===== src/rtl/popcount_binarize_pkg.sv =====
// Shared widths, FSM encoding and saturation limit for the popcount binarise stage.
package popcount_binarize_pkg;
  localparam int PW   = 7;
  localparam int ACCW = 12;
  localparam int NOUT = 112;
  localparam int IDXW = 7;

  localparam logic [0:0] ST_ACC  = 1'b0;
  localparam logic [0:0] ST_HOLD = 1'b1;

  localparam logic [ACCW-1:0] ACC_MAX = {ACCW{1'b1}};
endpackage


===== src/rtl/popcount_binarize_sat_acc.sv =====
// Saturating accumulate of one popcount beat plus threshold compare; purely combinational.
module popcount_sat_acc
  import popcount_binarize_pkg::*;
(
  input  logic [ACCW-1:0] acc,
  input  logic [PW-1:0]   idata,
  input  logic            first,
  input  logic [ACCW-1:0] thresh,
  input  logic            inv,
  output logic [ACCW-1:0] sum_next,
  output logic            act_bit
);
  logic [ACCW-1:0] base;
  logic [ACCW:0]   sum_w;

  always_comb begin
    base     = first ? {ACCW{1'b0}} : acc;
    sum_w    = {1'b0, base} + {{(ACCW+1-PW){1'b0}}, idata};
    // Carry out of the accumulator width means the true sum exceeds ACC_MAX.
    sum_next = sum_w[ACCW] ? ACC_MAX : sum_w[ACCW-1:0];
    act_bit  = (sum_next >= thresh) ^ inv;
  end
endmodule


===== src/rtl/popcount_binarize.sv =====
// Accumulates popcount beats per neuron, binarises against a threshold and packs
// NOUT activation bits into a word offered on a valid/ready port; stalls upstream while held.
module popcount_binarize
  import popcount_binarize_pkg::*;
(
  input  logic            iCLK,
  input  logic            iRST,
  input  logic            iEN,
  input  logic [PW-1:0]   idata,
  input  logic            iFIRST,
  input  logic            iLAST,
  input  logic [ACCW-1:0] ithresh,
  input  logic            iinv,
  input  logic            iFLUSH,
  input  logic            iREADY,
  output logic [NOUT-1:0] oDATA,
  output logic            oVALID,
  output logic            oSTALL,
  output logic            oERR
);
  logic [0:0]      state_q, state_d;
  logic [ACCW-1:0] acc_q, acc_d;
  logic [IDXW-1:0] idx_q, idx_d;
  logic [NOUT-1:0] word_q, word_d;
  logic [NOUT-1:0] data_q, data_d;
  logic            valid_q, valid_d;
  logic            err_q, err_d;

  logic [ACCW-1:0] sum_next;
  logic            act_bit;
  logic [NOUT-1:0] word_w;
  logic            bit_wr;
  logic            emit;

  popcount_sat_acc u_sat_acc (
    .acc      (acc_q),
    .idata    (idata),
    .first    (iFIRST),
    .thresh   (ithresh),
    .inv      (iinv),
    .sum_next (sum_next),
    .act_bit  (act_bit)
  );

  always_comb begin
    state_d = state_q;
    acc_d   = acc_q;
    idx_d   = idx_q;
    word_d  = word_q;
    data_d  = data_q;
    valid_d = valid_q;
    err_d   = err_q;
    word_w  = word_q;
    bit_wr  = 1'b0;
    emit    = 1'b0;

    if (state_q == ST_ACC) begin
      if (iEN) begin
        acc_d = sum_next;
        if (iLAST) begin
          bit_wr         = 1'b1;
          word_w[idx_q]  = act_bit;
          word_d         = word_w;
          acc_d          = {ACCW{1'b0}};
          idx_d          = idx_q + IDXW'(1);
        end
      end
      // A flush counts a bit written in the same cycle, so an idx of 0 plus a new bit still emits.
      emit = (bit_wr && (idx_q == IDXW'(NOUT-1))) ||
             (iFLUSH && (bit_wr || (idx_q != {IDXW{1'b0}})));
      if (emit) begin
        data_d  = word_w;
        valid_d = 1'b1;
        idx_d   = {IDXW{1'b0}};
        word_d  = {NOUT{1'b0}};
        state_d = ST_HOLD;
      end
    end else begin
      if (iEN) begin
        err_d = 1'b1;
      end
      if (iREADY) begin
        valid_d = 1'b0;
        state_d = ST_ACC;
      end
    end
  end

  always_ff @(posedge iCLK or posedge iRST) begin
    if (iRST) begin
      state_q <= ST_ACC;
      acc_q   <= {ACCW{1'b0}};
      idx_q   <= {IDXW{1'b0}};
      word_q  <= {NOUT{1'b0}};
      data_q  <= {NOUT{1'b0}};
      valid_q <= 1'b0;
      err_q   <= 1'b0;
    end else begin
      state_q <= state_d;
      acc_q   <= acc_d;
      idx_q   <= idx_d;
      word_q  <= word_d;
      data_q  <= data_d;
      valid_q <= valid_d;
      err_q   <= err_d;
    end
  end

  assign oDATA  = data_q;
  assign oVALID = valid_q;
  assign oSTALL = (state_q == ST_HOLD);
  assign oERR   = err_q;
endmodule


===== config.mk =====
export PLATFORM = sky130hd
export DESIGN_NAME = popcount_binarize
export DESIGN_NICKNAME = d
export VERILOG_FILES = /design/src/rtl/popcount_binarize_pkg.sv /design/src/rtl/popcount_binarize_sat_acc.sv /design/src/rtl/popcount_binarize.sv
export SDC_FILE = /design/constraint.sdc
export NUM_CORES = 1
export LEC_CHECK = 0
export ABC_AREA = 1
export CAP_MARGIN = 20
export CORE_MARGIN = 4
export CORE_UTILIZATION = 52
export CTS_CLUSTER_DIAMETER = 30
export DETAILED_ROUTE_END_ITERATION = 6
export PLACE_DENSITY = 0.81
export SKIP_CTS_REPAIR_TIMING = 1
export SYNTH_ARGS = -nofsm -noshare
export SYNTH_HDL_FRONTEND = slang
export SYNTH_SLANG_ARGS = --single-unit

===== constraint.sdc =====
create_clock -name iCLK -period 16.9 [get_ports iCLK]
set_input_delay 3.38 -clock iCLK [delete_from_list [all_inputs] [get_ports iCLK]]
set_output_delay 3.38 -clock iCLK [all_outputs]
set_load 0.05 [all_outputs]

==> results.toml, run 1 <==
[run_status]
outcome = "finished, final reports clean"

[grt]
grt_pass1_vias = 12000
grt_pass1_wl_um = 59000
overflow = 0
met3_usage = 0.0527
grt_max_degree = 131
busiest_layer = "met2"
grt_use_met1 = 0.364
grt.total_usage = 0.269
antenna_found_initial = 0
grtUsageMet2 = 0.436

[placed_design]
place_area_sq_mm = 0.0141
gp_congestion = 0.975
dp_hpwl_um = 21500
placedCellCount = 2031
io_buffers = 141

[synth]
ys_ff_latch = 246
syn-cell-area_sq_mm = 0.0127
synth_nets = 1696
yosysSeqAreaShare = 0.486
synth_top_area_frac = 0.486
synth.avg_cell_area_sq_um = 7.68
yosysWarnings = 0
synth_cells = 1647
synthTopCellsByArea = "dfrtp_1 (49%), nand2_1 (16%), nand3_1 (14%), or2_2 (5.7%), nor2_1 (4.4%)"
synthDistinctLibCells = 30
synth_top_area_cell = "dfrtp_1"

[worst_setup_path]
slowest_stage = "clkdlybuf4s50_1"
cp_max_fo = 74
crit_top_cell = "nand2_1"
cpPeakStageDelay_ps = 800
worst-path-stages = 20
r2r_cells = 20
crit_family = "buffers and inverters"
crit_arrival_ps = 8290
cp-start-kind = "primary input"
worstPathBufferInverterCount = 3
worstSetupEndpointType = "flip-flop"
crit_path_cell_trace = "clkdlybuf4s50_1 > nor2_1 > ha_1 > fa_1 > nand2_1 > a21oi_1 > nand3_1 > nand2_1 > inv_1 > nand3_1 > ha_1 > a21oi_1 > nand2_1 > a21oi_1 > nand2_1 > nand2_4 > buf_4 > nand3_1 > nand3_1 > nand2_1"
crit_required_ps = 17340
criticalPathCategory = "in2reg"

[worst_hold_path]
hold-path-cell-count = 2
min_path_type = "reg2reg"

[sta]
hold_viol = 0
max-slew-margin-rel = 0.393
period_minus_slack_ps = 7850
finalCritPeriodShare = 0.465
slew_violations = 0
grt_setup_unrepaired = "false"
fmax_mhz = 127
tightest_slew_ps = 910
clock-skew-final_ps = 31.0
finalSetupViolCount = 0
tns_ps = 0

[die]
die_area_sq_mm = 0.0269
row_count = 56
die_h_um = 164
start_util = 0.534
core_area_sq_mm = 0.0237
die-width_um = 164
pin_count = 142

[power]
vdd_drop_max_mv = 0.150
power_density_mw_per_mm2 = 210
p_leak_nw = 8.30

[route]
firstDrtPassIters = 6
ant_nets = 0
wl_per_cell_um = 16.8
num_vias = 11900
viasPerCell = 5.59
drt-initial-drc-count = 1332
wl_um = 35800
drcViolationCount = 0

[layout]
fin_area_sq_mm = 0.0159
antenna_cells = 0
finalNonFillerCells = 2129
area_growth_pct = 25.9
drive_above_1_share = 0.129
finalNetCount = 1816

[cts]
clk_pin_slew_ps = 50
clock-sinks = 246
htree_levels = 2
cts_root_buf = "clkbuf_16"
max-clock-path-buffers = 3
insertion_delay_ps = 560
cts_made_buffers = 53
cts_tree = "done"

[flow_run]
max_cap_viol_count = 0
-- sequential cells by signal, indices dropped and copies added (netlist names) --
register  flops
oDATA       112
oSTALL        1
oERR          1
word_q      112
oVALID        1
idx_q         7
acc_q        12
-- power breakdown --
group,switching (W),internal (W),total (W),leakage [nW]
Combinational,0.000924,0.000402,0.00133,4.06
Sequential,0.000160,0.000795,0.000955,3.36
Clock,0.000351,0.000718,0.00107,0.888
Total,0.00144,0.00191,0.00335,8.30
-- worst register-to-register path: cells and delay by family (launching register included) --
| kind | cells | cell delay (ps) |
|---|---|---|
| adder cells (fa/ha/maj) | 3 | 940 |
| flip-flops | 1 | 350 |
| buffers and inverters | 3 | 980 |
| AO/OA/AOI/OAI | 3 | 550 |
| AND/OR/NAND/NOR | 11 | 1640 |
-- cells in the mapped netlist --
| master | n |
|---|---|
| or2_2 | 116 |
| a21oi_1 | 10 |
| buf_6 | 15 |
| nand2_4 | 1 |
| o21ai_0 | 14 |
| nand3_1 | 356 |
| nor3_1 | 11 |
| xor2_1 | 6 |
| nand2_2 | 2 |
| nor2_4 | 2 |
| nand2_1 | 548 |
| nand4_1 | 1 |
| o21bai_1 | 1 |
| buf_2 | 44 |
| nor2_2 | 1 |
| o21ai_2 | 1 |
| inv_2 | 2 |
| clkbuf_1 | 23 |
| nor2_1 | 150 |
| o21a_1 | 1 |
| ha_1 | 21 |
| nand3b_1 | 1 |
| buf_4 | 2 |
| o22ai_1 | 2 |
| buf_1 | 1 |
| clkinv_1 | 2 |
| inv_1 | 65 |
| o31ai_1 | 1 |
| fa_1 | 1 |
| dfrtp_1 | 246 |
-- logic make-up after synthesis --
logic type                 Yosys count  share of synthesized area
adders and majority gates           22                     0.0223
AOI/OAI and AO/OA                   30                     0.0130
xor gates and xnor gates             6                    0.00415
buffers and inverters              154                     0.0595
DFF                                246                      0.486
and+or+nand+nor                   1189                      0.415
-- worst paths after layout --
path,start,endpoint,slack [ps]
max,iFIRST,word_q[13]$_DFFE_PP0N_,9050
max reg2reg,acc_q[0]$_DFFE_PP0P_,word_q[13]$_DFFE_PP0N_,12340
max in group asynchronous,iRST,oDATA[22]$_DFFE_PP0P_,12070
min reg2reg,word_q[108]$_DFFE_PP0N_,word_q[108]$_DFFE_PP0N_,470
min in group asynchronous,iRST,word_q[65]$_DFFE_PP0N_,3410
min,word_q[108]$_DFFE_PP0N_,word_q[108]$_DFFE_PP0N_,470
-- metal layers --
layer,vias to the layer above,routed length [um]
met3,87,2910
li1,5555,-
met2,579,17100
met4,0,1020
met1,5674,14800
met5,-,0
-- cell type report --
cell class	count	area (sq um)
tap	319	399
timing repair buffer	150	1480
sequential	246	6160
clock inverter	38	468
multi-input combinational	1247	5770
clock buffer	60	1390
inverter	69	268
fill	1923	7750
-- layout by cell type (no fill, tap or decap), drive strengths merged --
master / count
nand2: 551
nand3: 356
dfrtp: 246
nor2: 153
clkdlybuf4s50: 141
or2: 116
inv: 71
clkbuf: 60
ha: 21
clkinv: 19
o21ai: 15
nor3: 11
a21oi: 10
clkinvlp: 9
buf: 9
bufinv: 8
xor2: 6
o22ai: 2
o21a: 1
nand3b: 1
o21bai: 1
nand4: 1
o31ai: 1
fa: 1
-- stage by stage --
step                setup WS [ps]  total power, W   util  hold slack [ps]
finish                       9050         0.00335  0.673              471
global placement             8820         0.00225  0.594              453
CTS                          9160         0.00336  0.673              471
detailed placement           8630         0.00227  0.594              457
floorplan                    6760         0.00186      -              438
global route                 8790         0.00351  0.673              488
(Power assumes the default switching activity.)
==> run 2: changes to the inputs <==
--- a/config.mk
+++ b/config.mk
@@ -8,10 +8,10 @@
 export ABC_AREA = 1
 export CAP_MARGIN = 20
 export CORE_MARGIN = 4
-export CORE_UTILIZATION = 52
+export CORE_UTILIZATION = 51
 export CTS_CLUSTER_DIAMETER = 30
 export DETAILED_ROUTE_END_ITERATION = 6
-export PLACE_DENSITY = 0.81
+export PLACE_DENSITY = 0.82
 export SKIP_CTS_REPAIR_TIMING = 1
 export SYNTH_ARGS = -nofsm -noshare
 export SYNTH_HDL_FRONTEND = slang
==> constraint.sdc (replaced) <==
create_clock -name iCLK -period 7.1 [get_ports iCLK]
set_input_delay 1.42 -clock iCLK [delete_from_list [all_inputs] [get_ports iCLK]]
set_output_delay 1.42 -clock iCLK [all_outputs]
set_load 0.05 [all_outputs]
==> results.toml, run 2 (same netlist as run 1, synthesis figures left out) <==
[sta]
clock-skew-final_ps = 18.9
finalSetupViolCount = 0
grt_setup_unrepaired = "false"
hold_viol = 0
tns_ps = 0
finalCritPeriodShare = 0.762
max-slew-margin-rel = 0.416
period_minus_slack_ps = 5410
tightest_slew_ps = 874
slew_violations = 0
fmax_mhz = 185

[grt]
antenna_found_initial = 0
grt_pass1_wl_um = 58700
overflow = 0
grt.total_usage = 0.264
grt_pass1_vias = 11900
grt_max_degree = 135

[power]
p_int_w = 0.00436
p_sw_w = 0.00339
p_leak_nw = 8.26
power_density_mw_per_mm2 = 490
p_clk_frac = 0.296
pwr-share-comb = 0.412
power_w = 0.00775
p_seq_frac = 0.292
vdd_drop_max_mv = 0.345
swShare = 0.438

[route]
drt-initial-drc-count = 1191
firstDrtPassIters = 7
viasPerCell = 5.55
wl_um = 35500
drcViolationCount = 0
num_vias = 11800
wl_per_cell_um = 16.7
ant_nets = 0

[worst_setup_path]
crit_arrival_ps = 5820
r2r_slack_ps = 2940
r2r_cells = 22
r2r_start = "acc_q[0]$_DFFE_PP0P_"
criticalPathCategory = "in2reg"
cp_max_fo = 72
crit_required_ps = 7510
cp-start-kind = "primary input"
r2r_end = "oDATA[25]$_DFFE_PP0P_"
worstSetupEndpointType = "flip-flop"

[worst_hold_path]
hp-start = "word_q[52]$_DFFE_PP0N_"
min_path_type = "reg2reg"
hold-path-cell-count = 2
min_to = "word_q[52]$_DFFE_PP0N_"

[placed_design]
io_buffers = 141
dp_hpwl_um = 22100
placedCellCount = 2038
gp_congestion = 0.934

[cts]
cts_made_buffers = 47
insertion_delay_ps = 530
clk_pin_slew_ps = 50
cts_root_buf = "clkbuf_16"
max-clock-path-buffers = 3
clock-sinks = 246
cts_tree = "done"
htree_levels = 2

[layout]
final_common_cell = "nand2_1"
finalNetCount = 1812
final_cell_mix = "nand2_1 (547), nand3_1 (355), dfrtp_1 (245)"
nFillCells = 1995
area_growth_pct = 25.0
drive_above_1_share = 0.125
antenna_cells = 0
finalNonFillerCells = 2124

[die]
die_area_sq_mm = 0.0274
die-width_um = 166
die_h_um = 166
row_count = 57
pin_count = 142
start_util = 0.519
core_area_sq_mm = 0.0244

[flow_run]
max_cap_viol_count = 0

[run_status]
outcome = "finished, final reports clean"
[run 2: metrics by stage]
stage	setup slack, ps	util	cell area, sq um	hold WS, ps
2_1_floorplan	2450	-	12700	438
3_3_place_gp	1410	0.579	14100	452
3_5_place_dp	1210	0.581	14200	457
4_1_cts	1730	0.649	15800	471
5_1_grt	1250	0.649	15800	491
6_report	1690	0.649	15800	471
[run 2: area by class of cell]
class,instances,area (sq um),area share
Multi-Input combinational cell,1247,5770,0.365
Sequential cell,246,6160,0.389
Timing Repair Buffer,152,1580,0.0997
Inverter,69,264,0.0167
Clock inverter,36,438,0.0277
Tap cell,324,405,0.0256
Clock buffer,50,1210,0.0763
[run 2: worst max path at each step]
stage                            endpoint  slack, ps   start  depth (start not counted)
floorplan            acc_q[0]$_DFFE_PP0P_       2450    iRST                          1
global route        oDATA[60]$_DFFE_PP0P_       1250  iFIRST                         22
detailed placement   oDATA[9]$_DFFE_PP0P_       1210  iFIRST                         21
CTS                  oDATA[7]$_DFFE_PP0P_       1730  iFIRST                         21
finish              oDATA[25]$_DFFE_PP0P_       1690  iFIRST                         22
global placement    oDATA[67]$_DFFE_PP0P_       1410  iFIRST                         21
[run 2: power groups by stage]
stage / Sequential (W) / Clock [W] / Combinational (W)
floorplan: 0.00322 / 0 / 0.00121
global placement: 0.00226 / 0 / 0.00312
detailed placement: 0.00226 / 0 / 0.00319
CTS: 0.00226 / 0.00232 / 0.00321
global route: 0.00232 / 0.00239 / 0.00343
finish: 0.00226 / 0.00229 / 0.00320
[run 2: metal layers]
layer / track usage / up-vias / share of wire
met4: 0.108 / 0 / 0.034
met2: 0.424 / 515 / 0.48
met3: 0.0511 / 103 / 0.077
li1: - / 5555 / -
met5: 0 / - / 0
met1: 0.355 / 5618 / 0.41
[run 2: critical path: stages]
cell             delay (ps)
clkdlybuf4s50_1         740
nor2_1                  110
ha_1                    220
fa_1                    390
nand2_1                 100
a21oi_1                 130
nand3_1                 120
nand2_1                 150
inv_1                   180
nand3_1                 130
ha_1                    310
nand2_1                  90
inv_1                    40
nand2_1                  50
nand2_1                  40
a21oi_1                 260
nand2_1                 150
nand2_4                 390
buf_12                  370
nand3_1                 160
nand3_1                 120
nand2_1                  90
